File: config.mk
export PLATFORM = sky130hd
export DESIGN_NAME = ad7822_reader
export DESIGN_NICKNAME = d
export VERILOG_FILES = /design/src/rtl/ad7822_pkg.sv /design/src/rtl/adc_avg4.sv /design/src/rtl/ad7822_reader.sv
export SDC_FILE = /design/constraint.sdc
export NUM_CORES = 1
export LEC_CHECK = 0
export BUFFER_PORTS_ARGS = -buffer_cell sky130_fd_sc_hd__buf_2
export CAP_MARGIN = 20
export CORE_MARGIN = 2
export CORE_UTILIZATION = 51
export DETAILED_ROUTE_END_ITERATION = 16
export PLACE_DENSITY = 0.74
export SYNTH_ARGS = -nofsm -noshare
export SYNTH_HDL_FRONTEND = slang
export SYNTH_SLANG_ARGS = --single-unit
export TNS_END_PERCENT = 10
File: constraint.sdc
create_clock -name i_clock -period 1.7 [get_ports i_clock]
set_input_delay 0.255 -clock i_clock [delete_from_list [all_inputs] [get_ports i_clock]]
set_output_delay 0.255 -clock i_clock [all_outputs]
set_load 0.05 [all_outputs]
File: src/rtl/ad7822_pkg.sv
// Shared state encoding and default timing for the AD7822 sequencer.
package ad7822_pkg;

  typedef enum logic [2:0] {
    IDLE     = 3'd0,
    CONV     = 3'd1,
    WAIT_EOC = 3'd2,
    READ     = 3'd3,
    DONE     = 3'd4
  } state_t;

  localparam int PERIOD_CYC_DEF  = 100;
  localparam int CONVST_CYC_DEF  = 2;
  localparam int RD_CYC_DEF      = 3;
  localparam int TIMEOUT_CYC_DEF = 64;
  localparam int GUARD_CYC       = 2;
  localparam int CNT_W           = 16;

endpackage

File: src/rtl/adc_avg4.sv
// Running mean of the last four ADC samples (10-bit sum, >>2 truncated).
// Latency: 1 clock from i_strobe; o_valid suppressed until 4 samples seen.
// No backpressure: every strobe is accepted.
module adc_avg4 (
  input  logic       i_clock,
  input  logic       i_reset_n,
  input  logic [7:0] i_sample,
  input  logic       i_strobe,
  output logic [7:0] o_mean,
  output logic       o_valid
);

  logic [7:0] h0, h1, h2;
  logic [2:0] fill;
  logic [9:0] sum;

  // Newest sample joins the three held ones so the mean is out one clock later.
  assign sum = 10'(i_sample) + 10'(h0) + 10'(h1) + 10'(h2);

  always_ff @(posedge i_clock) begin
    if (!i_reset_n) begin
      h0      <= '0;
      h1      <= '0;
      h2      <= '0;
      fill    <= '0;
      o_mean  <= '0;
      o_valid <= 1'b0;
    end else begin
      o_valid <= 1'b0;
      if (i_strobe) begin
        h0 <= i_sample;
        h1 <= h0;
        h2 <= h1;
        if (fill != 3'd4) fill <= fill + 3'd1;
        if (fill >= 3'd3) begin
          o_mean  <= sum[9:2];
          o_valid <= 1'b1;
        end
      end
    end
  end

endmodule

File: src/rtl/ad7822_reader.sv
// AD7822 conversion/read sequencer; ADC_AVG_EN selects a 4-sample mean output.
// Latency: sample valid 1 clock after READ capture (2 with ADC_AVG_EN).
// No backpressure: period ticks arriving while busy are dropped and flagged on o_overrun.
module ad7822_reader
  import ad7822_pkg::*;
#(
  parameter int PERIOD_CYC  = PERIOD_CYC_DEF,
  parameter int CONVST_CYC  = CONVST_CYC_DEF,
  parameter int RD_CYC      = RD_CYC_DEF,
  parameter int TIMEOUT_CYC = TIMEOUT_CYC_DEF
) (
  input  logic       i_clock,
  input  logic       i_reset_n,
  input  logic       i_enable,
  input  logic [7:0] i_ADC_data,
  input  logic       i_ADC_EOC_n,
  output logic       o_ADC_CONVST_n,
  output logic       o_ADC_CS_n,
  output logic       o_ADC_RD_n,
  output logic [7:0] o_data,
  output logic       o_valid,
  output logic       o_busy,
  output logic       o_timeout,
  output logic       o_overrun
);

  localparam int PW = $clog2(PERIOD_CYC);

  logic [PW-1:0]    per_cnt;
  logic             tick;
  logic             eoc_m, eoc_s;
  state_t           state;
  logic [CNT_W-1:0] cnt;
  logic [7:0]       cap;
  logic             cap_stb;

  assign tick = (per_cnt == PW'(PERIOD_CYC - 1));

  always_ff @(posedge i_clock) begin
    if (!i_reset_n) begin
      per_cnt <= '0;
      eoc_m   <= 1'b1;
      eoc_s   <= 1'b1;
    end else begin
      per_cnt <= tick ? '0 : per_cnt + 1'b1;
      eoc_m   <= i_ADC_EOC_n;
      eoc_s   <= eoc_m;
    end
  end

  always_ff @(posedge i_clock) begin
    if (!i_reset_n) begin
      state          <= IDLE;
      cnt            <= '0;
      o_ADC_CONVST_n <= 1'b1;
      o_ADC_CS_n     <= 1'b1;
      o_ADC_RD_n     <= 1'b1;
      cap            <= '0;
      cap_stb        <= 1'b0;
      o_busy         <= 1'b0;
      o_timeout      <= 1'b0;
      o_overrun      <= 1'b0;
    end else begin
      cap_stb   <= 1'b0;
      o_timeout <= 1'b0;
      o_overrun <= tick && (state != IDLE);
      case (state)
        IDLE: if (tick && i_enable) begin
          state          <= CONV;
          cnt            <= '0;
          o_ADC_CONVST_n <= 1'b0;
          o_busy         <= 1'b1;
        end
        CONV: if (cnt == CNT_W'(CONVST_CYC - 1)) begin
          state          <= WAIT_EOC;
          cnt            <= '0;
          o_ADC_CONVST_n <= 1'b1;
        end else begin
          cnt <= cnt + 1'b1;
        end
        // The guard window hides synchroniser lag and any EOC left over from the last read.
        WAIT_EOC: if (cnt >= CNT_W'(GUARD_CYC) && !eoc_s) begin
          state      <= READ;
          cnt        <= '0;
          o_ADC_CS_n <= 1'b0;
          o_ADC_RD_n <= 1'b0;
        end else if (cnt == CNT_W'(TIMEOUT_CYC - 1)) begin
          state     <= IDLE;
          cnt       <= '0;
          o_timeout <= 1'b1;
          o_busy    <= 1'b0;
        end else begin
          cnt <= cnt + 1'b1;
        end
        READ: if (cnt == CNT_W'(RD_CYC - 1)) begin
          state      <= DONE;
          cnt        <= '0;
          o_ADC_CS_n <= 1'b1;
          o_ADC_RD_n <= 1'b1;
          cap        <= i_ADC_data;
          cap_stb    <= 1'b1;
        end else begin
          cnt <= cnt + 1'b1;
        end
        DONE: begin
          state  <= IDLE;
          o_busy <= 1'b0;
        end
        default: begin
          state          <= IDLE;
          cnt            <= '0;
          o_ADC_CONVST_n <= 1'b1;
          o_ADC_CS_n     <= 1'b1;
          o_ADC_RD_n     <= 1'b1;
          o_busy         <= 1'b0;
        end
      endcase
    end
  end

`ifdef ADC_AVG_EN
  adc_avg4 u_avg (
    .i_clock   (i_clock),
    .i_reset_n (i_reset_n),
    .i_sample  (cap),
    .i_strobe  (cap_stb),
    .o_mean    (o_data),
    .o_valid   (o_valid)
  );
`else
  assign o_data  = cap;
  assign o_valid = cap_stb;
`endif

endmodule

# After elaboration in Yosys (flattened, before gate mapping)
# Cells that the tools add are included.
[classes]
n_eq_ne = 15
add_sub_neg = 2
n_mul = 0
reduce_logical = 18
div = 0
mux = 24
order_cmp = 1
n_shift = 0
n_bitwise = 6
[op_table]
columns = ["operator", "count"]
rows = [
  ["$mux 16", 5],
  ["$pmux 16 s5", 1],
  ["$add 16x1->16 const B", 1],
  ["$eq 16x1->1 const B", 1],
  ["$eq 16x2->1 const B", 1],
  ["$eq 16x6->1 const B", 1],
  ["$ge 16x2->1 const B", 1],
  ["$mux 3", 5],
  ["$ne 2x2->1 const B", 6],
  ["$pmux 3 s4", 1],
  ["$mux 1", 9],
  ["$pmux 1 s3", 3],
  ["$reduce_or 3->1", 3],
  ["$reduce_and 4->1", 2],
  ["$add 7x1->7 const B", 1],
  ["$eq 7x7->1 const B", 1],
  ["$eq 3x2->1 const B", 2],
  ["$not 1->1", 6],
  ["$reduce_and 2->1", 3],
  ["$reduce_and 3->1", 2],
  ["$reduce_or 2->1", 2],
  ["$eq 3x1->1 const B", 1],
  ["$eq 3x3->1 const B", 1],
  ["$logic_and 1x1->1", 3],
  ["4 further kinds", 4],
]
[totals]
output_inout_bits = 15
n_memories = 0
mem_bits_rw = 0
word_cells = 78
reg_bits = 42
romBits = 0
latchBits = 0

# Logic depth before layout (Yosys ltp)
# Gate-level depths: netlist of the first run.
[logic_depth]
word_depth = 4
ltp_mapped = 8
depth_no_buf = 7

# Worst setup path after synthesis of the first run
# No wires, ideal clock.
[synth_timing]
path_type = "reg-to-reg"
startpoint = "reg cnt[1]"
endpoint = "reg cnt[4]"
stages_incl_launch_ff = 8
arrival_ns = 1.586
path_slack_ns = -0.006
synth_period_minus_slack_ns = 1.706
path_cell_list = "dfxtp_1 ha_1 nor3b_1 nand4_1 o211a_4 buf_4 o221ai_1 nand2_1"
[synth_via]
elab_chain_cells = 4
[synth_lines]
columns = ["element", "line", "text"]
rows = [
  ["start, declared", "ad7822_reader.sv:33", "logic [CNT_W-1:0] cnt;"],
  ["start signal, assigned", "ad7822_reader.sv:79", "cnt <= cnt + 1'b1;"],
  ["start signal, assigned", "ad7822_reader.sv:93", "cnt <= cnt + 1'b1;"],
  ["start signal, assigned", "ad7822_reader.sv:103", "cnt <= cnt + 1'b1;"],
  ["$add 16x1->16 (tied with other cells)", "ad7822_reader.sv:79, ad7822_reader.sv:93, ad7822_reader.sv:103", ""],
  ["$mux 16 or $logic_and 1x1->1 (tied branches)", "ad7822_reader.sv:87, ad7822_reader.sv:82", ""],
  ["$mux 16", "ad7822_reader.sv:82", "WAIT_EOC: if (cnt >= CNT_W'(GUARD_CYC) && !eoc_s) begin"],
  ["$pmux 16 s5 *", "ad7822_reader.sv:67", "case (state)"],
]
# Mark *: on every way between the ends. The rest lies on a longest branch, timed or not.
# A chain may end at the register's enable or synchronous reset.

# Worst setup path after layout of the first run
[layout_timing]
startpoint = "reg cnt[14]"
endpoint = "reg cnt[2]"
[layout_via]
elab_chain_cells = 4
[layout_lines]
columns = ["element", "line"]
rows = [
  ["$ge 16x2->1 or $eq 16x6->1 (tied branches)", "ad7822_reader.sv:82, ad7822_reader.sv:87"],
  ["$logic_and 1x1->1 or $mux 16 (tied branches)", "ad7822_reader.sv:82, ad7822_reader.sv:87"],
  ["$mux 16", "ad7822_reader.sv:82"],
  ["$pmux 16 s5 *", "ad7822_reader.sv:67"],
]
# Marked as above.

==> results of run 1 <==
flip-flops by register name, summed over array words and instances, names as in the netlist, 3 cells and up:
name     flops
per_cnt      7
state        3
cnt         16
o_data       8
final timing paths:
kind	cells past startpoint	slack [ns]	to
max	7	-0.14	cnt[2]
min	2	0.13	eoc_m
max reg2reg	7	-0.14	cnt[2]
min reg2reg	1	0.41	eoc_s
timing repair:
item	4_1_cts	5_1_grt
pin swaps	6	11
setup buffers	3	3
setup endpoints to repair	28	32
resized for setup	13	17
cloned	2	0
cell families (layout without fill, tap and decap cells):
family                   count (synthesis)  after routing
multiplexers                             9              9
AO/OA/AOI/OAI                           42             43
XOR/XNOR                                 9              9
buffers and inverters                   20             94
AND/OR/NAND/NOR                        122            122
adder cells (fa/ha/maj)                  4              4
flip-flops                              42             42
power breakdown:
| group | switching, uW | internal, uW |
|---|---|---|
| combinational | 357 | 266 |
| sequential | 46.6 | 1020 |
| clock | 351 | 290 |
cell usage in the layout, fill, tap and decap left out, drive strengths merged, types with 4 or more instances in the layout:
master  netlist  layout
and2          5       5
and3          5       5
buf           5      79
clkbuf        8       6
dfxtp        42      42
ha            4       4
inv           7       7
mux2i         8       8
nand2        32      32
nand2b        4       4
nand3        11      11
nand4         7       7
nor2         22      22
nor2b        11      11
nor3          9       9
nor4          7       7
o21a          4       4
o21ai         8       8
o221ai        9       9
xnor2         7       7
routing by layer:
layer  global-route usage [%]  wire [um]  vias to the layer above  share of wire [%]
li1                         -          -                     1037                  -
met1                     30.6       2410                     1008                 44
met2                     39.4       2700                       67                 49
met3                     6.01        278                        9                5.0
met4                     11.0        116                        0                2.1
met5                        0          0                        -                  0
worst max-delay path, delay by kind of cell (launching register included):
family	cells	cell delay [ns]
AOI/OAI and AO/OA	2	0.46
DFF	1	0.34
buffers and inverters	2	0.32
and+or+nand+nor	3	0.61
cell type report:
cell class                      count  area (um2)  share of cell area [%]
Tap cell                           50        62.6                    2.15
Multi-Input combinational cell    187        1350                    46.1
Inverter                            7        26.3                   0.901
Clock buffer                        6        72.6                    2.49
Timing Repair Buffer               79         551                    18.9
Sequential cell                    42         846                    29.0
Clock inverter                      2        13.8                   0.472
through the flow:
stage | instances | hold WS [ns]
6_report | 373 | 0.131
5_1_grt | 373 | 0.132
4_1_cts | 370 | 0.124
3_5_place_dp | 357 | 0.392
3_3_place_gp | 357 | 0.390
2_1_floorplan | 248 | 0.328
==> flow_metrics.env, run 1 <==
export IMPL_outcome="complete, but fails checks"
export IMPL_violations="setup timing"
export IMPL_cp_end_kind="register"
export IMPL_cts_htree_levels=2
export IMPL_rsz0062_at_grt="true"
export IMPL_slowest_delay_ns=0.34
export IMPL_ios=27
export IMPL_dp_final_hpwl_um=3440
export IMPL_finalSetupViolCount=27
export IMPL_setup_ws_ns=-0.139
export IMPL_syn_num_nets=264
export IMPL_p_leak_uw=0.00129
export IMPL_synthMuxAreaShare_pct=4.26
export IMPL_synthSimpleGateAreaFrac_pct=31.1
export IMPL_post_dp_cell_area_mm2=0.00264
export IMPL_synth_compound_area_share_pct=14.8
export IMPL_gp_congestion=0.855
export IMPL_fill_cells=306
export IMPL_io_buffers=26
export IMPL_track_usage_pct=24.4
export IMPL_grt_pass1_vias=1884
export IMPL_stdcell_area_mm2=0.00292
export IMPL_synth_seq_cells=42
export IMPL_synth_top_cells_by_count="42 x dfxtp_1, 32 x nand2_1, 22 x nor2_1"
export IMPL_grt_max_degree=35
export IMPL_required_ns=1.89
export IMPL_powerDensity_mw_per_mm2=800
export IMPL_hold_class="in -> reg"
export IMPL_critical_path_class="reg -> reg"
export IMPL_start_util_pct=53.2
export IMPL_seq_area_frac_synth_pct=39.2
export IMPL_worst_pin_slew_ns=0.446
export IMPL_dr_first_iter_drc_count=206
export IMPL_wire_per_inst_um=14.8
export IMPL_crit_slowest_cell="dfxtp_2"
export IMPL_hold_buffers=0
export IMPL_overflow=0
export IMPL_cts_inserted_buffers=5
export IMPL_synth_edff_count=0
export IMPL_synth_area_leaders="dfxtp_1 39%, nand2_1 5.6%, nor2_1 3.9%"
export IMPL_skew_ns=0.00446
export IMPL_fin_tns_setup_ns=-1.80
export IMPL_viasPerCell=5.69
export IMPL_area_delta_synth_final_pct=36.1
export IMPL_core_area_mm2=0.00403
export IMPL_die_area_mm2=0.00474
export IMPL_cp_cell_sequence="nor4_4 -> buf_4 -> nand4_1 -> o211a_4 -> buf_12 -> o221ai_1 -> nand2_1"
export IMPL_num_nets_final=338
export IMPL_power_uw=2330
export IMPL_max_freq_mhz=544
export IMPL_r2r_start="cnt[14]"
export IMPL_drive_gt1_share_pct=36.8
export IMPL_peakVddDrop_v=0.000511
export IMPL_fin_crit_sh_pct=108
export IMPL_wirelength_um=5510
export IMPL_critPathMaxFanout=7
export IMPL_hold_violations=0
export IMPL_synth_most_common_cell="dfxtp_1"
export IMPL_synth_top_family_by_area="simple AND/OR/NAND/NOR gates"
export IMPL_antenna_found_initial=0
export IMPL_max_slew_margin_pct=69.8
export IMPL_dr_pass1_iters=4
export IMPL_synth_cells=248
export IMPL_cts_root_buf="clkbuf_8"
export IMPL_clkTransAtPathRegs_ns=0.08
export IMPL_yosys_area_share_adder_pct=2.34
export IMPL_yosysWarnings=0
export IMPL_synth_flop_cell="dfxtp_1"
export IMPL_drv_cap=0
export IMPL_start_kind="register"
export IMPL_grt_pass1_wl_um=8540
export IMPL_synth_xor_area_share_pct=3.68
export IMPL_rows=23
export IMPL_synth_top_cell_area_share_pct=39.2
export IMPL_die_x_um=68.8
export IMPL_report_final_slew_viol_count=0
export IMPL_fin_crit_ns=1.84
export IMPL_diodes=0
export IMPL_netlist_area_mm2=0.00214
export IMPL_yosysTopAreaCell="dfxtp_1"
export IMPL_synthDistinctLibCells=49
export IMPL_num_vias=2121
export IMPL_ant_nets=0
export IMPL_async_flop_share_pct=0
export IMPL_dpl_worst_slack_ns=-0.142
export IMPL_worstPathArrival_ns=2.03
export IMPL_cts_tree="done"
export IMPL_dieHeight_um=68.8
export IMPL_insertion_delay_ns=0.30
export IMPL_cts_path_max_buffers=2
export IMPL_crit_start="cnt[14]"
export IMPL_min_delay_start="i_ADC_EOC_n"
export IMPL_cts_num_sinks=42
export IMPL_synth_avg_cell_area_um2=8.64
export IMPL_drc_errors=0
export IMPL_finish_utilization_pct=72.4
Power figures use the tool's default switching activity.
==> inputs of run 2 (changes only) <==
- clock period: 1.7 -> 1.49 ns (I/O delays scaled with it)
==> flow_metrics.env, run 2 (same netlist as run 1, synthesis figures left out) <==
export IMPL_violations="setup timing"
export IMPL_rows=23
export IMPL_grt_pass1_wl_um=9040
export IMPL_insertion_delay_ns=0.30
export IMPL_diodes=0
export IMPL_min_to="eoc_m"
export IMPL_gp_congestion=0.866
export IMPL_start_util_pct=53.2
export IMPL_dr_first_iter_drc_count=102
export IMPL_r2r_slack_ns=-0.28
export IMPL_drc_errors=0
export IMPL_cts_num_sinks=42
export IMPL_worst_pin_slew_ns=0.405
export IMPL_critical_path_class="reg -> reg"
export IMPL_worstPathArrival_ns=1.96
export IMPL_fin_crit_sh_pct=119
export IMPL_powerDensity_mw_per_mm2=947
export IMPL_final_instance_count_excl_fill=385
export IMPL_cp_end_kind="register"
export IMPL_outcome="complete, but fails checks"
export IMPL_clkTransAtPathRegs_ns=0.08
export IMPL_critPathMaxFanout=3
export IMPL_finalSetupViolCount=32
export IMPL_min_path_cells=2
export IMPL_whs_ns=0.104
export IMPL_grt_max_degree=22
export IMPL_max_slew_margin_pct=72.8
export IMPL_dieHeight_um=68.8
export IMPL_seq_area_um2=860
export IMPL_start_kind="register"
export IMPL_dp_final_hpwl_um=4010
export IMPL_ios=27
export IMPL_multiInputGateArea_mm2=0.00141
export IMPL_wire_per_inst_um=14.7
export IMPL_fin_crit_ns=1.77
export IMPL_top_register="cnt"
export IMPL_hold_violations=0
export IMPL_peakVddDrop_v=0.000841
export IMPL_setup_ws_ns=-0.278
export IMPL_viasPerCell=5.52
export IMPL_p_leak_uw=0.00139
export IMPL_dr_pass1_iters=4
export IMPL_rr_worst_depth=7
export IMPL_report_final_slew_viol_count=0
export IMPL_max_freq_mhz=566
export IMPL_area_delta_synth_final_pct=47.2
export IMPL_drv_cap=0
export IMPL_ant_nets=0
export IMPL_timing_rr_end="state[0]"
export IMPL_fill_cells=281
export IMPL_largest_register_ffs=16
export IMPL_cts_htree_levels=2
export IMPL_cts_root_buf="clkbuf_8"
export IMPL_grt_pass1_vias=1986
export IMPL_final_common_cell="buf_4"
export IMPL_cts_tree="done"
export IMPL_layout_common_cells="58 x buf_4, 33 x dfxtp_1, 32 x nand2_1"
export IMPL_hold_class="in -> reg"
export IMPL_power_uw=2990
export IMPL_rsz0062_at_grt="true"
export IMPL_io_buffers=26
export IMPL_place_inst=376
export IMPL_num_nets_final=350
export IMPL_antenna_found_initial=0
export IMPL_num_vias=2127
export IMPL_cts_path_max_buffers=2
export IMPL_die_x_um=68.8
export IMPL_wirelength_um=5650
export IMPL_core_area_mm2=0.00403
export IMPL_skew_ns=0.0127
export IMPL_drive_gt1_share_pct=43.3
export IMPL_die_area_mm2=0.00474
export IMPL_track_usage_pct=25.8
export IMPL_dpl_worst_slack_ns=-0.332
export IMPL_crit_start="cnt[14]"
export IMPL_min_delay_start="i_ADC_EOC_n"
export IMPL_overflow=0
export IMPL_required_ns=1.68
export IMPL_cts_inserted_buffers=5
export IMPL_fin_tns_setup_ns=-5.89
export IMPL_r2r_start="cnt[14]"
## run 2: how the worst max path moves through the flow
stage / end / slack [ns] / cells past startpoint
6_report: state[0] / -0.28 / 7
5_1_grt: o_ADC_RD_n / -0.34 / 6
4_1_cts: state[0] / -0.29 / 7
3_5_place_dp: cnt[11] / -0.33 / 7
3_3_place_gp: cnt[11] / -0.33 / 7
2_1_floorplan: cnt[9] / -0.12 / 6
## run 2: through the flow
step           cell area, um2  util (%)
2_1_floorplan            2260         -
3_3_place_gp             2900      72.0
3_5_place_dp             2900      72.0
4_1_cts                  3100      77.0
5_1_grt                  3150      78.3
6_report                 3150      78.3
## run 2: critical path, stage by stage, from the launching register on
cell and delay, ns:
dfxtp_2 0.34, nor4_4 0.34, buf_4 0.18, nand4_1 0.15, buf_4 0.19, o21a_1 0.19, o31ai_2 0.22, a21oi_1 0.06
## run 2: power by group
part	internal (uW)	switching (uW)	total, uW
registers	1170	52.7	1220
logic	421	448	869
clock network	500	399	899
## run 2: repair_timing
item | CTS | global route
endpoints found under the setup margin | 32 | 32
hold buffers | 0 | 0
resized for setup | 21 | 11
buffers inserted | 1 | 0
pin swaps | 13 | 6
## run 2: final cells by class
class                      instances  area share [%]
clock buffer                       6            2.30
clock inverter                     2            1.19
inverter                           7           0.833
multi-input combinational        186            44.7
sequential                        42            27.3
tap                               50            1.98
timing repair buffer              92            21.7
## run 2: routing by layer
metal,up-vias,routed length [um],GRT usage (%),part of all wire [%]
met1,1002,2440,32.8,43
li1,1056,-,-,-
met4,0,70,8.58,1.2
met2,61,2890,43.3,51
met5,-,0,0,0
met3,8,246,5.36,4.4
==> inputs of run 3 (changes only) <==
- CTS_BUF_LIST: unset -> sky130_fd_sc_hd__clkbuf_8 sky130_fd_sc_hd__clkbuf_16
- SLEW_MARGIN: unset -> 20
==> flow_metrics.env, run 3 (same netlist as run 1, synthesis figures left out) <==
export IMPL_cp_cell_sequence="nor4_4 -> buf_4 -> nand4_1 -> buf_4 -> o21a_1 -> o31ai_2 -> a21oi_1"
export IMPL_track_usage_pct=25.8
export IMPL_io_buffers=26
export IMPL_seq_power_share_pct=40.9
export IMPL_fin_crit_ns=1.77
export IMPL_top_register="cnt"
export IMPL_dp_final_hpwl_um=4010
export IMPL_cts_path_max_buffers=2
export IMPL_hold_class="in -> reg"
export IMPL_viasPerCell=5.52
export IMPL_max_freq_mhz=566
export IMPL_drive_gt1_share_pct=43.3
export IMPL_drv_cap=0
export IMPL_cts_inserted_buffers=5
export IMPL_p_sw_uw=901
export IMPL_critical_path_class="reg -> reg"
export IMPL_critPathMaxFanout=3
export IMPL_cts_htree_levels=2
export IMPL_crit_slowest_cell="dfxtp_2"
export IMPL_outcome="complete, but fails checks"
export IMPL_die_area_mm2=0.00474
export IMPL_post_dp_cell_area_mm2=0.00290
export IMPL_grt_pass1_wl_um=9040
export IMPL_violations="setup timing"
export IMPL_core_area_mm2=0.00403
export IMPL_place_inst=376
export IMPL_cts_root_buf="clkbuf_8"
export IMPL_ios=27
export IMPL_peakVddDrop_v=0.000837
export IMPL_diodes=0
export IMPL_final_instance_count_excl_fill=385
export IMPL_power_frac_clock_pct=29.9
export IMPL_p_leak_uw=0.00140
export IMPL_ant_nets=0
export IMPL_gp_congestion=0.866
export IMPL_die_x_um=68.8
export IMPL_setup_ws_ns=-0.277
export IMPL_stdcell_area_mm2=0.00315
export IMPL_dr_first_iter_drc_count=99
export IMPL_grt_pass1_vias=1986
export IMPL_clkTransAtPathRegs_ns=0.09
export IMPL_max_slew_margin_pct=72.8
export IMPL_rows=23
export IMPL_fin_crit_sh_pct=119
export IMPL_worstPathArrival_ns=1.96
export IMPL_layout_common_cells="58 x buf_4, 33 x dfxtp_1, 32 x nand2_1"
export IMPL_skew_ns=0.0131
export IMPL_largest_register_ffs=16
export IMPL_start_kind="register"
export IMPL_worst_pin_slew_ns=0.406
export IMPL_cts_num_sinks=42
export IMPL_slowest_delay_ns=0.34
export IMPL_drc_errors=0
export IMPL_report_final_slew_viol_count=0
export IMPL_cp_end_kind="register"
export IMPL_final_common_cell="buf_4"
export IMPL_finalSetupViolCount=32
export IMPL_hold_violations=0
export IMPL_cts_tree="done"
export IMPL_wirelength_um=5650
export IMPL_wire_per_inst_um=14.7
export IMPL_area_delta_synth_final_pct=47.2
export IMPL_powerDensity_mw_per_mm2=945
export IMPL_grt_max_degree=22
export IMPL_overflow=0
export IMPL_dr_pass1_iters=4
export IMPL_finish_utilization_pct=78.3
export IMPL_required_ns=1.68
export IMPL_antenna_found_initial=0
export IMPL_fin_tns_setup_ns=-5.85
export IMPL_num_vias=2124
export IMPL_crit_top_cell="buf_4"
export IMPL_start_util_pct=53.2
export IMPL_whs_ns=0.104
export IMPL_rsz0062_at_grt="true"
export IMPL_netSwitchingFraction_pct=30.2
export IMPL_p_comb_share_pct=29.2
export IMPL_dieHeight_um=68.8
export IMPL_insertion_delay_ns=0.30
export IMPL_fill_cells=281
export IMPL_num_nets_final=350
export IMPL_intPower_uw=2080
==> run 3: changes by cell type in the layout (fill, tap and decap cells not counted), sizes merged <==
cell / previous run / this run
clkbuf: 6 / 5
inv: 7 / 8
==> run 3: area by class of cell <==
type	instances	area, um2	area share (%)
Multi-Input combinational cell	186	1410	44.7
Sequential cell	42	860	27.3
Timing Repair Buffer	92	686	21.7
Clock buffer	5	68.8	2.18
Tap cell	50	62.6	1.98
Clock inverter	3	41.3	1.31
Inverter	7	26.3	0.833
==> run 3: per-layer routing <==
metal / routed length, um / up-vias / track usage, %
met5: 0 / - / 0
met4: 70 / 0 / 8.58
met3: 243 / 8 / 5.36
met2: 2890 / 61 / 43.3
met1: 2440 / 1000 / 32.8
li1: - / 1055 / -
==> run 3: power by group through the flow <==
stage	logic (uW)	registers [uW]	clock network [uW]
after floorplan	409	1250	0
after global placement	754	1240	0
after detailed placement	766	1240	0
after CTS	837	1220	902
after global routing	933	1230	939
final	870	1220	893
==> run 3: final timing paths <==
| check | from | endpoint | slack [ns] | cells after the start |
|---|---|---|---|---|
| setup / recovery | cnt[14] | state[0] | -0.28 | 7 |
| setup reg to reg | cnt[14] | state[0] | -0.28 | 7 |
| hold / removal | i_ADC_EOC_n | eoc_m | 0.10 | 2 |
| hold reg to reg | eoc_m | eoc_s | 0.41 | 1 |
==> run 3: worst max-delay path: cells and delay by family, from the launching register on <==
family	cells	cell delay, ns
simple gates	2	0.49
compound gates	3	0.47
buf+inv	2	0.37
flops	1	0.34
==> run 3: repair_timing <==
action	CTS	global route
setup endpoints to repair	32	32
setup buffers	1	0
pin swaps	13	6
gates resized for setup	21	11
hold buffers	0	0
==> run 3: stage by stage <==
stage	total power [uW]	worst slack, ns
global route	3100	-0.341
CTS	2960	-0.293
floorplan	1660	-0.123
finish	2980	-0.277
detailed placement	2010	-0.332
global placement	1990	-0.331
